<file path="src/rtl/sr_pkg.sv">
// Shared constants for the set/reset command generator.
// Latency: n/a (constants only).
// Backpressure: n/a.
package sr_pkg;

  // Consecutive synchronised samples a new level must hold before it is accepted.
  localparam int DB_CNT = 4;

  // Width of each debounce counter; must hold DB_CNT-1.
  localparam int CNT_W = 3;

endpackage : sr_pkg

</file>
<file path="src/rtl/sr_cmd_gen_if.sv">
// Button inputs and latch command outputs of the command generator.
// Latency: n/a (wiring only).
// Backpressure: none; buttons are sampled freely, pulses are fire-and-forget.
interface sr_cmd_gen_if;

  logic set_btn;
  logic rst_btn;
  logic s;
  logic r;
  logic conflict;
  logic set_lvl;
  logic rst_lvl;

  // Stimulus side: drives the raw buttons, observes commands.
  modport master (
    output set_btn,
    output rst_btn,
    input  s,
    input  r,
    input  conflict,
    input  set_lvl,
    input  rst_lvl
  );

  // Generator side: consumes the raw buttons, drives commands.
  modport slave (
    input  set_btn,
    input  rst_btn,
    output s,
    output r,
    output conflict,
    output set_lvl,
    output rst_lvl
  );

endinterface : sr_cmd_gen_if

</file>
<file path="src/rtl/sr_debounce.sv">
// One button channel: 2-flop synchroniser, debounce counter, rising-edge detect.
// Latency: lvl follows a stable raw change DB_CNT+2 edges after it is first sampled.
// Backpressure: none; rise is a one-cycle strobe for every accepted 0->1 change.
module sr_debounce #(
  parameter int DB_CNT = sr_pkg::DB_CNT,
  parameter int CNT_W  = sr_pkg::CNT_W
) (
  input  logic clk,
  input  logic rst_n,
  input  logic btn_in,
  output logic lvl,
  output logic rise
);

  // Terminal count: the DB_CNT-th consecutive differing sample flips the level.
  localparam logic [CNT_W-1:0] CNT_LAST = CNT_W'(DB_CNT - 1);

  logic             r_sync1;
  logic             r_sync2;
  logic             r_lvl;
  logic             r_lvl_q;
  logic [CNT_W-1:0] r_cnt;

  // Synchronise the raw button, qualify level changes and keep the previous level.
  always_ff @(posedge clk) begin
    if (!rst_n) begin
      r_sync1 <= 1'b0;
      r_sync2 <= 1'b0;
      r_lvl   <= 1'b0;
      r_lvl_q <= 1'b0;
      r_cnt   <= '0;
    end else begin
      r_sync1 <= btn_in;
      r_sync2 <= r_sync1;
      r_lvl_q <= r_lvl;
      if (r_sync2 == r_lvl) begin
        // Any agreeing sample restarts qualification.
        r_cnt <= '0;
      end else if (r_cnt == CNT_LAST) begin
        r_lvl <= r_sync2;
        r_cnt <= '0;
      end else begin
        r_cnt <= r_cnt + 1'b1;
      end
    end
  end

  assign lvl  = r_lvl;
  assign rise = r_lvl & ~r_lvl_q;

endmodule : sr_debounce

</file>
<file path="src/rtl/sr_cmd_gen.sv">
// Turns two bouncing buttons into mutually exclusive one-cycle set/reset pulses.
// Latency: pulse appears DB_CNT+3 edges after a clean raw rise is first sampled.
// Backpressure: none; simultaneous rises raise conflict and forward neither pulse.
module sr_cmd_gen #(
  parameter int DB_CNT = sr_pkg::DB_CNT,
  parameter int CNT_W  = sr_pkg::CNT_W
) (
  input  logic         clk,
  input  logic         rst_n,
  sr_cmd_gen_if.slave  bus
);

  logic w_set_lvl;
  logic w_set_rise;
  logic w_rst_lvl;
  logic w_rst_rise;

  logic r_s;
  logic r_r;
  logic r_conflict;

  sr_debounce #(
    .DB_CNT (DB_CNT),
    .CNT_W  (CNT_W)
  ) u_set_db (
    .clk    (clk),
    .rst_n  (rst_n),
    .btn_in (bus.set_btn),
    .lvl    (w_set_lvl),
    .rise   (w_set_rise)
  );

  sr_debounce #(
    .DB_CNT (DB_CNT),
    .CNT_W  (CNT_W)
  ) u_rst_db (
    .clk    (clk),
    .rst_n  (rst_n),
    .btn_in (bus.rst_btn),
    .lvl    (w_rst_lvl),
    .rise   (w_rst_rise)
  );

  // Register the commands; a same-cycle pair of rises is reported, never forwarded.
  always_ff @(posedge clk) begin
    if (!rst_n) begin
      r_s        <= 1'b0;
      r_r        <= 1'b0;
      r_conflict <= 1'b0;
    end else begin
      r_s        <= w_set_rise & ~w_rst_rise;
      r_r        <= w_rst_rise & ~w_set_rise;
      r_conflict <= w_set_rise &  w_rst_rise;
    end
  end

  assign bus.s        = r_s;
  assign bus.r        = r_r;
  assign bus.conflict = r_conflict;
  assign bus.set_lvl  = w_set_lvl;
  assign bus.rst_lvl  = w_rst_lvl;

endmodule : sr_cmd_gen
</file>
<file path="src/flat_wrapper.sv">
// flat-port wrapper written by rule: the top's interface ports become plain ports
module sr_cmd_gen_flat 
#(
  parameter int DB_CNT = sr_pkg::DB_CNT,
  parameter int CNT_W  = sr_pkg::CNT_W
)
  (clk, rst_n, bus_set_btn, bus_rst_btn, bus_s, bus_r, bus_conflict, bus_set_lvl, bus_rst_lvl);
  sr_cmd_gen_if bus_i ();
  input  logic clk;
  input  logic rst_n;
  input wire logic [$bits(bus_i.set_btn)-1:0] bus_set_btn;
  input wire logic [$bits(bus_i.rst_btn)-1:0] bus_rst_btn;
  output wire logic [$bits(bus_i.s)-1:0] bus_s;
  output wire logic [$bits(bus_i.r)-1:0] bus_r;
  output wire logic [$bits(bus_i.conflict)-1:0] bus_conflict;
  output wire logic [$bits(bus_i.set_lvl)-1:0] bus_set_lvl;
  output wire logic [$bits(bus_i.rst_lvl)-1:0] bus_rst_lvl;
  assign bus_i.set_btn = bus_set_btn;
  assign bus_i.rst_btn = bus_rst_btn;
  assign bus_s = bus_i.s;
  assign bus_r = bus_i.r;
  assign bus_conflict = bus_i.conflict;
  assign bus_set_lvl = bus_i.set_lvl;
  assign bus_rst_lvl = bus_i.rst_lvl;
  sr_cmd_gen #(.DB_CNT(DB_CNT), .CNT_W(CNT_W)) u_core (.clk(clk), .rst_n(rst_n), .bus(bus_i));
endmodule
</file>
<file path="config.mk">
export PLATFORM = sky130hd
export DESIGN_NAME = sr_cmd_gen_flat
export DESIGN_NICKNAME = d
export VERILOG_FILES = /design/src/rtl/sr_pkg.sv /design/src/rtl/sr_cmd_gen_if.sv /design/src/rtl/sr_debounce.sv /design/src/rtl/sr_cmd_gen.sv /design/src/flat_wrapper.sv
export SDC_FILE = /design/constraint.sdc
export NUM_CORES = 1
export LEC_CHECK = 0
export CORE_AREA = 10 10 47 49
export DETAILED_ROUTE_END_ITERATION = 8
export DIE_AREA = 0 0 57 59
export GPL_TIMING_DRIVEN = 0
export PLACE_DENSITY = 0.68
export SETUP_SLACK_MARGIN = 0.4
export SLEW_MARGIN = 20
export SYNTH_ARGS = -nofsm -noshare
export SYNTH_HDL_FRONTEND = slang
export SYNTH_SLANG_ARGS = --single-unit
</file>
<file path="constraint.sdc">
create_clock -name clk -period 1.22 [get_ports clk]
set_input_delay 0.122 -clock clk [delete_from_list [all_inputs] [get_ports clk]]
set_output_delay 0.122 -clock clk [all_outputs]
set_load 0.05 [all_outputs]
</file>
==> flow_summary_export.csv, run 1 <==
group,metric,value,unit
yosys,synth-seq-cells,17,
die,die_x,57,um
yosys,ys_types,16,
route,wl_per_cell,11.2,um
worst_setup_path,crit_required,1.42,ns
sta,setup_viol,0,
yosys,synth_edf_count,0,
sta,fin_crit,1.01,ns
yosys,synth_top_flop_cell,"dfxtp_1",
job,drv_cap,0,
worst_setup_path,critPathCaptureType,"register",
yosys,syn_inst,48,
worst_setup_path,reg2regPathDepth,3,
placed_design,place.gp.congestion,0.591,
route,vias,373,
yosys,synth_xor_area_frac,0.0297,
yosys,syn-num-nets,56,
layout,final_area,922,sq um
clock_tree,cts_buffer_depth,2,
route,drt-initial-drc-count,0,
yosys,synth_compound_area_frac,0,
sta,worst_pin_slew,0.209,ns
power,power-per-cell-area,965,nW/um^2
placed_design,hpwl,628,um
die,row_count,14,
layout,insertedDiodeCount,0,
layout,drive_above_1_share,0.578,
min_path,hold_class,"in2reg",
global_route,grt_max_degree,11,
route,dr.pass1.iters,1,
yosys,synth_area_leaders,"dfxtp_1 (58%), ha_1 (8.5%), nor4b_1 (5.9%)",
placed_design,port_buffers,8,
route,vias_per_cell,4.66,
clock_tree,clk-insertion-delay-late,0.28,ns
sta,fin_skew,0.000772,ns
die,die_h,59,um
min_path,min_delay_path_depth,2,
yosys,ys_seq_area_frac,0.576,
global_route,track_usage,0.0609,
placed_design,preCtsSetupSlack,-0.0713,ns
route,drc,0,
power,ir_worst_vdd,0.659,mV
yosys,ys_warn_count,0,
yosys,synth_top_area_frac,0.576,
worst_setup_path,critPathLaunchType,"register",
yosys,synth-adder-area-share,0.0847,
layout,area_delta_synth_final,56.1,%
power,p_leak,0.334,nW
layout,nNetsFinal,73,
worst_setup_path,critPathKind,"reg2reg",
sta,slew_headroom,0.861,
sta,period_share,0.827,
sta,fin_ws,0.212,ns
worst_setup_path,cp.arrival,1.21,ns
clock_tree,numCtsBuffers,3,
clock_tree,cts_max_level,1,
yosys,ys_top_cells_by_count,"dfxtp_1 (17), and2_1 (5), ha_1 (4), nor4b_1 (4), nor2b_1 (3)",
sta,finalHoldViolCount,0,
placed_design,postPlaceCellArea,781,sq um
clock_tree,clk_pin_slew,0.09,ns
yosys,syn_area_per_cell,12.3,sq um
global_route,grt_pass1_wl,1610,um
global_route,grt_overflow,0,
die,start_util,0.421,
global_route,first_global_vias,385,
layout,reg.largest.list,"u_core.u_rst_db.r_cnt (3), u_core.u_set_db.r_cnt (3)",
die,ioPinCount,9,
route,routed_wl,896,um
route,antenna_left,0,
sta,final-max-slew-violation-count,0,
clock_tree,ctsHoldBuffers,0,
sta,fmax,992,MHz
yosys,synth-async-reset-ratio,0,
clock_tree,root_buffer,"clkbuf_4",
yosys,yosysMostFrequentCell,"dfxtp_1",
die,die_area,3360,sq um
yosys,synth-simple-area-share,0.254,
yosys,syn-cell-area,591,sq um
sta,rsz0062_at_grt,"yes",
die,core,1400,sq um
clock_tree,cts_sinks,17,
yosys,synth_top_family_by_area,"simple AND/OR/NAND/NOR gates",
worst_setup_path,path_max_fanout,2,
clock_tree,tritoncts,"yes",
yosys,synth_area_leader_cell,"dfxtp_1",
status,status,"finished, final reports clean",
global_route,antenna_found_initial,0,
yosys,synthMuxAreaShare,0.0339,
==> metrics by stage <==
stage	util	TNS [ns]	power [mW]	hold WS (ns)	cells
global route	0.658	0	0.931	0.339	80
floorplan	-	0	0.593	0.249	48
global placement	0.557	-0.148	0.608	0.406	72
detailed placement	0.557	-0.143	0.609	0.418	72
CTS	0.617	0	0.898	0.344	79
finish	0.658	0	0.890	0.320	80
==> routing by layer <==
layer  up-vias  global-route usage  wire [um]
met4         0              0.0403         21
met1       166              0.0664        452
li1        195                   -          -
met5         -                   0          0
met3         4              0.0300         45
met2         8              0.0915        377
==> report_power, final <==
part           switching (mW)  internal [mW]
Sequential            0.00654          0.558
Combinational          0.0128         0.0267
Clock                   0.159          0.127
Total                   0.178          0.712
==> cell type report <==
type	instances	area [sq um]
Buffer	1	7.51
Tap cell	16	20.0
Fill cell	116	479
Multi-Input combinational cell	28	367
Timing Repair Buffer	12	138
Inverter	2	7.51
Clock buffer	4	26.3
Sequential cell	17	357
==> cells in the final DEF (no fill, tap or decap) <==
master,synthesis,final
nor4b_2,0,3
clkbuf_1,0,1
nor2b_2,0,1
nor2_1,1,1
and2_1,5,5
clkdlybuf4s50_1,0,2
nor2b_1,3,2
inv_1,2,2
nand3b_1,1,1
buf_4,0,3
dfxtp_4,0,2
nor3b_2,0,1
dlygate4sd2_1,0,1
and2_2,1,1
and4bb_2,2,2
xnor2_4,0,2
dfxtp_1,17,8
clkbuf_4,0,4
and3_1,1,1
dfxtp_2,0,7
nor4b_4,0,1
buf_6,0,1
buf_8,0,5
or2b_1,1,1
ha_4,0,4
mux2i_1,2,2
==> kinds of logic (layout without fill, tap and decap cells) <==
family | Yosys count | after routing
XOR/XNOR | 2 | 2
adder cells (fa/ha/maj) | 4 | 4
flip-flops | 17 | 17
multiplexers | 2 | 2
buffers and inverters | 3 | 19
AND/OR/NAND/NOR | 20 | 20
==> worst max-delay path, stage by stage (launching register included) <==
cell     delay (ns)
dfxtp_2        0.34
ha_4           0.16
ha_4           0.21
nor4b_2        0.22
==> what timing repair did <==
action | 4_1_cts | 5_1_grt
setup endpoints to repair | 20 | 15
resized for setup | 45 | 8
cloned | 0 | 0
pin swaps | 3 | 1
setup buffers | 3 | 1
==> worst paths after layout <==
kind	startpoint	endpoint	slack, ns
min	rst_n	u_core.u_rst_db.r_cnt[0]	0.32
max reg2reg	u_core.u_set_db.r_cnt[0]	u_core.u_set_db.r_cnt[2]	0.21
max	u_core.u_set_db.r_cnt[0]	u_core.u_set_db.r_cnt[2]	0.21
min reg2reg	u_core.u_rst_db.r_sync1	u_core.u_rst_db.r_sync2	0.45
Note: power is estimated with default switching activity, not from simulation.
==> inputs of run 2 (changes only) <==
--- a/config.mk
+++ b/config.mk
@@ -5,11 +5,11 @@
 export SDC_FILE = /design/constraint.sdc
 export NUM_CORES = 1
 export LEC_CHECK = 0
-export CORE_AREA = 10 10 47 49
+export CORE_MARGIN = 10
+export CORE_UTILIZATION = 44
 export DETAILED_ROUTE_END_ITERATION = 8
-export DIE_AREA = 0 0 57 59
 export GPL_TIMING_DRIVEN = 0
-export PLACE_DENSITY = 0.68
+export PLACE_DENSITY = 0.7
 export SETUP_SLACK_MARGIN = 0.4
 export SLEW_MARGIN = 20
 export SYNTH_ARGS = -nofsm -noshare
==> constraint.sdc (replaced) <==
create_clock -name clk -period 0.9 [get_ports clk]
set_input_delay 0.09 -clock clk [delete_from_list [all_inputs] [get_ports clk]]
set_output_delay 0.09 -clock clk [all_outputs]
set_load 0.05 [all_outputs]
==> flow_summary_export.csv, run 2 (synthesized netlist as in run 1, its figures left out) <==
group,metric,value,unit
die,row_count,13,
worst_setup_path,crit_required,1.09,ns
layout,nNetsFinal,72,
worst_setup_path,critPathCaptureType,"register",
clock_tree,tritoncts,"yes",
status,violations,"setup timing",
placed_design,port_buffers,8,
global_route,grt_overflow,0,
sta,worst_pin_slew,0.204,ns
die,die_x,56.6,um
route,routed_wl,1140,um
placed_design,place.gp.congestion,0.638,
worst_setup_path,cp_common_cell,"ha_4",
sta,slew_headroom,0.864,
min_path,hold_class,"in2reg",
layout,area_delta_synth_final,60.8,%
layout,final_area,950,sq um
sta,fin_ws,-0.143,ns
placed_design,postPlaceCellArea,800,sq um
worst_setup_path,critPathKind,"reg2reg",
power,ir_worst_vdd,1.23,mV
route,dr.pass1.iters,2,
route,vias_per_cell,5.05,
worst_setup_path,slowest_delay,0.34,ns
job,drv_cap,0,
power,p_leak,0.337,nW
clock_tree,clk_pin_slew,0.09,ns
route,drc,0,
worst_setup_path,path_max_fanout,2,
global_route,track_usage,0.0768,
clock_tree,cts_sinks,17,
placed_design,hpwl,854,um
clock_tree,cts_buffer_depth,2,
layout,drive_above_1_share,0.619,
die,ioPinCount,9,
clock_tree,root_buffer,"clkbuf_4",
global_route,grt_pass1_wl,1970,um
clock_tree,clk-insertion-delay-late,0.27,ns
clock_tree,numCtsBuffers,3,
die,start_util,0.460,
sta,fmax,959,MHz
layout,final_cell_mix,"dfxtp_1 (8), buf_8 (5), dfxtp_4 (5)",
global_route,grt_max_degree,11,
sta,fin_skew,0.00217,ns
sta,rsz0062_at_grt,"yes",
layout,insertedDiodeCount,0,
route,antenna_left,0,
route,vias,394,
power,p_total,1.21,mW
worst_setup_path,cp.arrival,1.23,ns
worst_setup_path,critPathLaunchType,"register",
power,power-per-cell-area,1270,nW/um^2
die,die_area,3210,sq um
route,wl_per_cell,14.6,um
clock_tree,ctsHoldBuffers,0,
sta,finalHoldViolCount,0,
worst_setup_path,crit_chain,"ha_4, ha_4, nor4b_4",
layout,utilization,0.739,
die,core,1280,sq um
worst_setup_path,worst-path-buf-inv,0,
sta,period_share,1.16,
status,status,"finished, violations left",
sta,final-max-slew-violation-count,0,
global_route,antenna_found_initial,0,
layout,final_common_cell,"dfxtp_1",
layout,reg.largest.list,"u_core.u_rst_db.r_cnt (3), u_core.u_set_db.r_cnt (3)",
route,drt-initial-drc-count,1,
worst_setup_path,slowest_stage,"dfxtp_2",
die,die_h,56.6,um
global_route,first_global_vias,436,
clock_tree,cts_max_level,1,
sta,setup_viol,10,
worst_setup_path,crit_family,"adder cells",
sta,fin_crit,1.04,ns
## run 2: cell count changes in the layout (fill, tap and decap cells not counted), moves of 2 or more
cell     delta
dfxtp_2     -3
and2_4      +3
dfxtp_4     +3
and2_1      -2
## run 2: path summary, 6_finish.rpt
| path | from | endpoint | slack [ns] | depth (start not counted) |
|---|---|---|---|---|
| hold reg to reg | u_core.u_rst_db.r_sync1 | u_core.u_rst_db.r_sync2 | 0.44 | 1 |
| setup / recovery | u_core.u_rst_db.r_cnt[0] | u_core.u_rst_db.r_cnt[2] | -0.14 | 3 |
| setup reg to reg | u_core.u_rst_db.r_cnt[0] | u_core.u_rst_db.r_cnt[2] | -0.14 | 3 |
| hold / removal | rst_n | u_core.u_set_db.r_cnt[2] | 0.23 | 2 |
## run 2: through the flow
stage / setup slack [ns] / instances / setup TNS (ns) / hold WS [ns]
3_3_place_gp: -0.367 / 71 / -4.29 / 0.409
3_5_place_dp: -0.372 / 71 / -4.78 / 0.420
5_1_grt: -0.184 / 78 / -1.36 / 0.231
4_1_cts: -0.140 / 78 / -0.902 / 0.248
6_report: -0.143 / 78 / -0.941 / 0.235
2_1_floorplan: -0.0786 / 48 / -0.428 / 0.217
## run 2: repair_timing
| item | 4_1_cts | 5_1_grt |
|---|---|---|
| setup buffers | 3 | 0 |
| pin swaps | 3 | 1 |
| resized for setup | 50 | 5 |
| endpoints found under the setup margin | 22 | 20 |
## run 2: layout make-up
type | count | area, sq um
Fill cell | 82 | 335
Clock buffer | 4 | 26.3
Multi-Input combinational cell | 28 | 387
Inverter | 2 | 7.51
Sequential cell | 17 | 364
Tap cell | 15 | 18.8
Buffer | 1 | 13.8
Timing Repair Buffer | 11 | 133
## run 2: where the power goes
part / switching (mW) / internal, mW / leakage (nW) / total [mW]
registers: 0.00909 / 0.748 / 0.144 / 0.757
clock network: 0.215 / 0.171 / 0.0150 / 0.387
logic: 0.0203 / 0.0418 / 0.178 / 0.0621
## run 2: routing by layer
| metal | global-route usage | up-vias | share of wire |
|---|---|---|---|
| met2 | 0.158 | 6 | 0.60 |
| li1 | - | 194 | - |
| met1 | 0.0653 | 194 | 0.34 |
| met3 | 0.0404 | 0 | 0.061 |
| met4 | 0 | 0 | 0 |
| met5 | 0 | - | 0 |
==> inputs of run 3 (changes only) <==
--- a/config.mk
+++ b/config.mk
@@ -5,11 +5,11 @@
 export SDC_FILE = /design/constraint.sdc
 export NUM_CORES = 1
 export LEC_CHECK = 0
-export CORE_MARGIN = 10
-export CORE_UTILIZATION = 44
+export CORE_AREA = 10 10 47 49
 export DETAILED_ROUTE_END_ITERATION = 8
+export DIE_AREA = 0 0 57 59
 export GPL_TIMING_DRIVEN = 0
-export PLACE_DENSITY = 0.7
+export PLACE_DENSITY = 0.68
 export SETUP_SLACK_MARGIN = 0.4
 export SLEW_MARGIN = 20
 export SYNTH_ARGS = -nofsm -noshare
==> constraint.sdc (replaced) <==
create_clock -name clk -period 1.3 [get_ports clk]
set_input_delay 0.13 -clock clk [delete_from_list [all_inputs] [get_ports clk]]
set_output_delay 0.13 -clock clk [all_outputs]
set_load 0.05 [all_outputs]
==> flow_summary_export.csv, run 3 (synthesized netlist as in run 1, its figures left out) <==
group,metric,value,unit
clock_tree,cts_sinks,17,
sta,fin_crit,1.01,ns
worst_setup_path,critical_path.startpoint,"u_core.u_set_db.r_cnt[0]",
layout,drive_above_1_share,0.563,
power,power-per-cell-area,915,nW/um^2
worst_setup_path,cp_common_cell,"ha_4",
placed_design,postPlaceCellArea,781,sq um
sta,fmax,992,MHz
layout,insertedDiodeCount,0,
global_route,grt_util_met1,0.0688,
placed_design,dp_cells,72,
sta,final-max-slew-violation-count,0,
global_route,antenna_found_initial,0,
route,vias_per_cell,4.66,
min_path,hold_start,"rst_n",
min_path,hold_class,"in2reg",
route,vias,373,
worst_setup_path,path_max_fanout,2,
global_route,grtUsageMet3,0.0279,
worst_setup_path,critPathLaunchType,"register",
power,p_leak,0.340,nW
placed_design,preCtsSetupSlack,0.000670,ns
sta,fin_skew,0.000710,ns
die,row_count,14,
global_route,busiest_layer,"met2",
layout,utilization,0.652,
sta,fin_ws,0.292,ns
worst_setup_path,cp.arrival,1.21,ns
layout,stdcell_count,80,
global_route,track_usage,0.0613,
worst_setup_path,slowest_delay,0.34,ns
placed_design,hpwl,628,um
clock_tree,numCtsBuffers,3,
layout,num-fill-cells,118,
clock_tree,ctsHoldBuffers,0,
clock_tree,tritoncts,"yes",
worst_setup_path,crit_required,1.50,ns
placed_design,port_buffers,8,
die,start_util,0.421,
route,antenna_left,0,
sta,period_share,0.776,
clock_tree,clk-insertion-delay-late,0.28,ns
global_route,grt_max_degree,11,
worst_setup_path,reg2reg_from,"u_core.u_set_db.r_cnt[0]",
sta,rsz0062_at_grt,"yes",
die,die_area,3360,sq um
layout,reg.largest.list,"u_core.u_rst_db.r_cnt (3), u_core.u_set_db.r_cnt (3)",
worst_setup_path,crit_chain,"ha_4, ha_4, nor4b_2",
route,drt-initial-drc-count,0,
layout,final_common_cell,"dfxtp_1",
layout,nNetsFinal,73,
global_route,grt_overflow,0,
die,die_h,59,um
route,dr.pass1.iters,1,
layout,area_delta_synth_final,54.7,%
layout,final_area,913,sq um
sta,slew_headroom,0.848,
job,drv_cap,0,
global_route,grt_pass1_wl,1620,um
worst_setup_path,slowest_stage,"dfxtp_2",
power,ir_worst_vdd,0.618,mV
global_route,first_global_vias,386,
sta,finalHoldViolCount,0,
sta,setup_viol,0,
worst_setup_path,critPathKind,"reg2reg",
global_route,gr-usage-met2,0.0915,
clock_tree,root_buffer,"clkbuf_4",
clock_tree,clk_pin_slew,0.09,ns
route,wl_per_cell,11.0,um
worst_setup_path,critPathCaptureType,"register",
route,routed_wl,879,um
placed_design,place.gp.congestion,0.591,
route,drc,0,
die,ioPinCount,9,
die,core,1400,sq um
clock_tree,cts_buffer_depth,2,
clock_tree,cts_max_level,1,
layout,final_cell_mix,"dfxtp_1 (8), dfxtp_2 (7), and2_1 (5)",
status,status,"finished, final reports clean",
sta,worst_pin_slew,0.228,ns
die,die_x,57,um
-- run 3: timing repair --
action                     CTS  global route
setup endpoints to repair   13            21
setup buffers                3             1
pin swaps                    3             0
resized for setup           41            10
-- run 3: path summary, 6_finish.rpt --
kind         slack, ns                  endpoint  cells after the start
max               0.29  u_core.u_set_db.r_cnt[2]                      3
min               0.22  u_core.u_rst_db.r_cnt[0]                      2
max reg2reg       0.29  u_core.u_set_db.r_cnt[2]                      3
min reg2reg       0.44       u_core.bus.conflict                      1
-- run 3: power by group --
group / switching [mW] / total (mW) / leakage (nW) / internal (mW)
Sequential: 0.00622 / 0.530 / 0.143 / 0.524
Clock: 0.148 / 0.267 / 0.0150 / 0.119
Combinational: 0.0121 / 0.0381 / 0.182 / 0.0260
-- run 3: final cells by class --
cell class                      count  area (sq um)  area share
Multi-Input combinational cell     28           362       0.396
Sequential cell                    17           357       0.390
Timing Repair Buffer               12           134       0.147
Clock buffer                        4          26.3      0.0288
Tap cell                           16          20.0      0.0219
Buffer                              1          7.51     0.00822
Inverter                            2          7.51     0.00822
-- run 3: through the flow --
stage | TNS, ns | power (mW) | hold slack [ns]
finish | 0 | 0.836 | 0.218
floorplan | 0 | 0.557 | 0.257
global route | 0 | 0.875 | 0.234
CTS | 0 | 0.843 | 0.416
detailed placement | 0 | 0.571 | 0.418
global placement | -0.00462 | 0.571 | 0.406
-- run 3: worst max-delay path: cells and delay by family, from the launching register on --
kind,cells,cell delay (ns)
fa+ha+maj,2,0.37
flops,1,0.34
simple gates,1,0.22
-- run 3: layer usage --
layer / share of wire / wire length, um
met5: 0 / 0
met4: 0.024 / 21
met3: 0.049 / 43
met2: 0.42 / 368
met1: 0.51 / 446
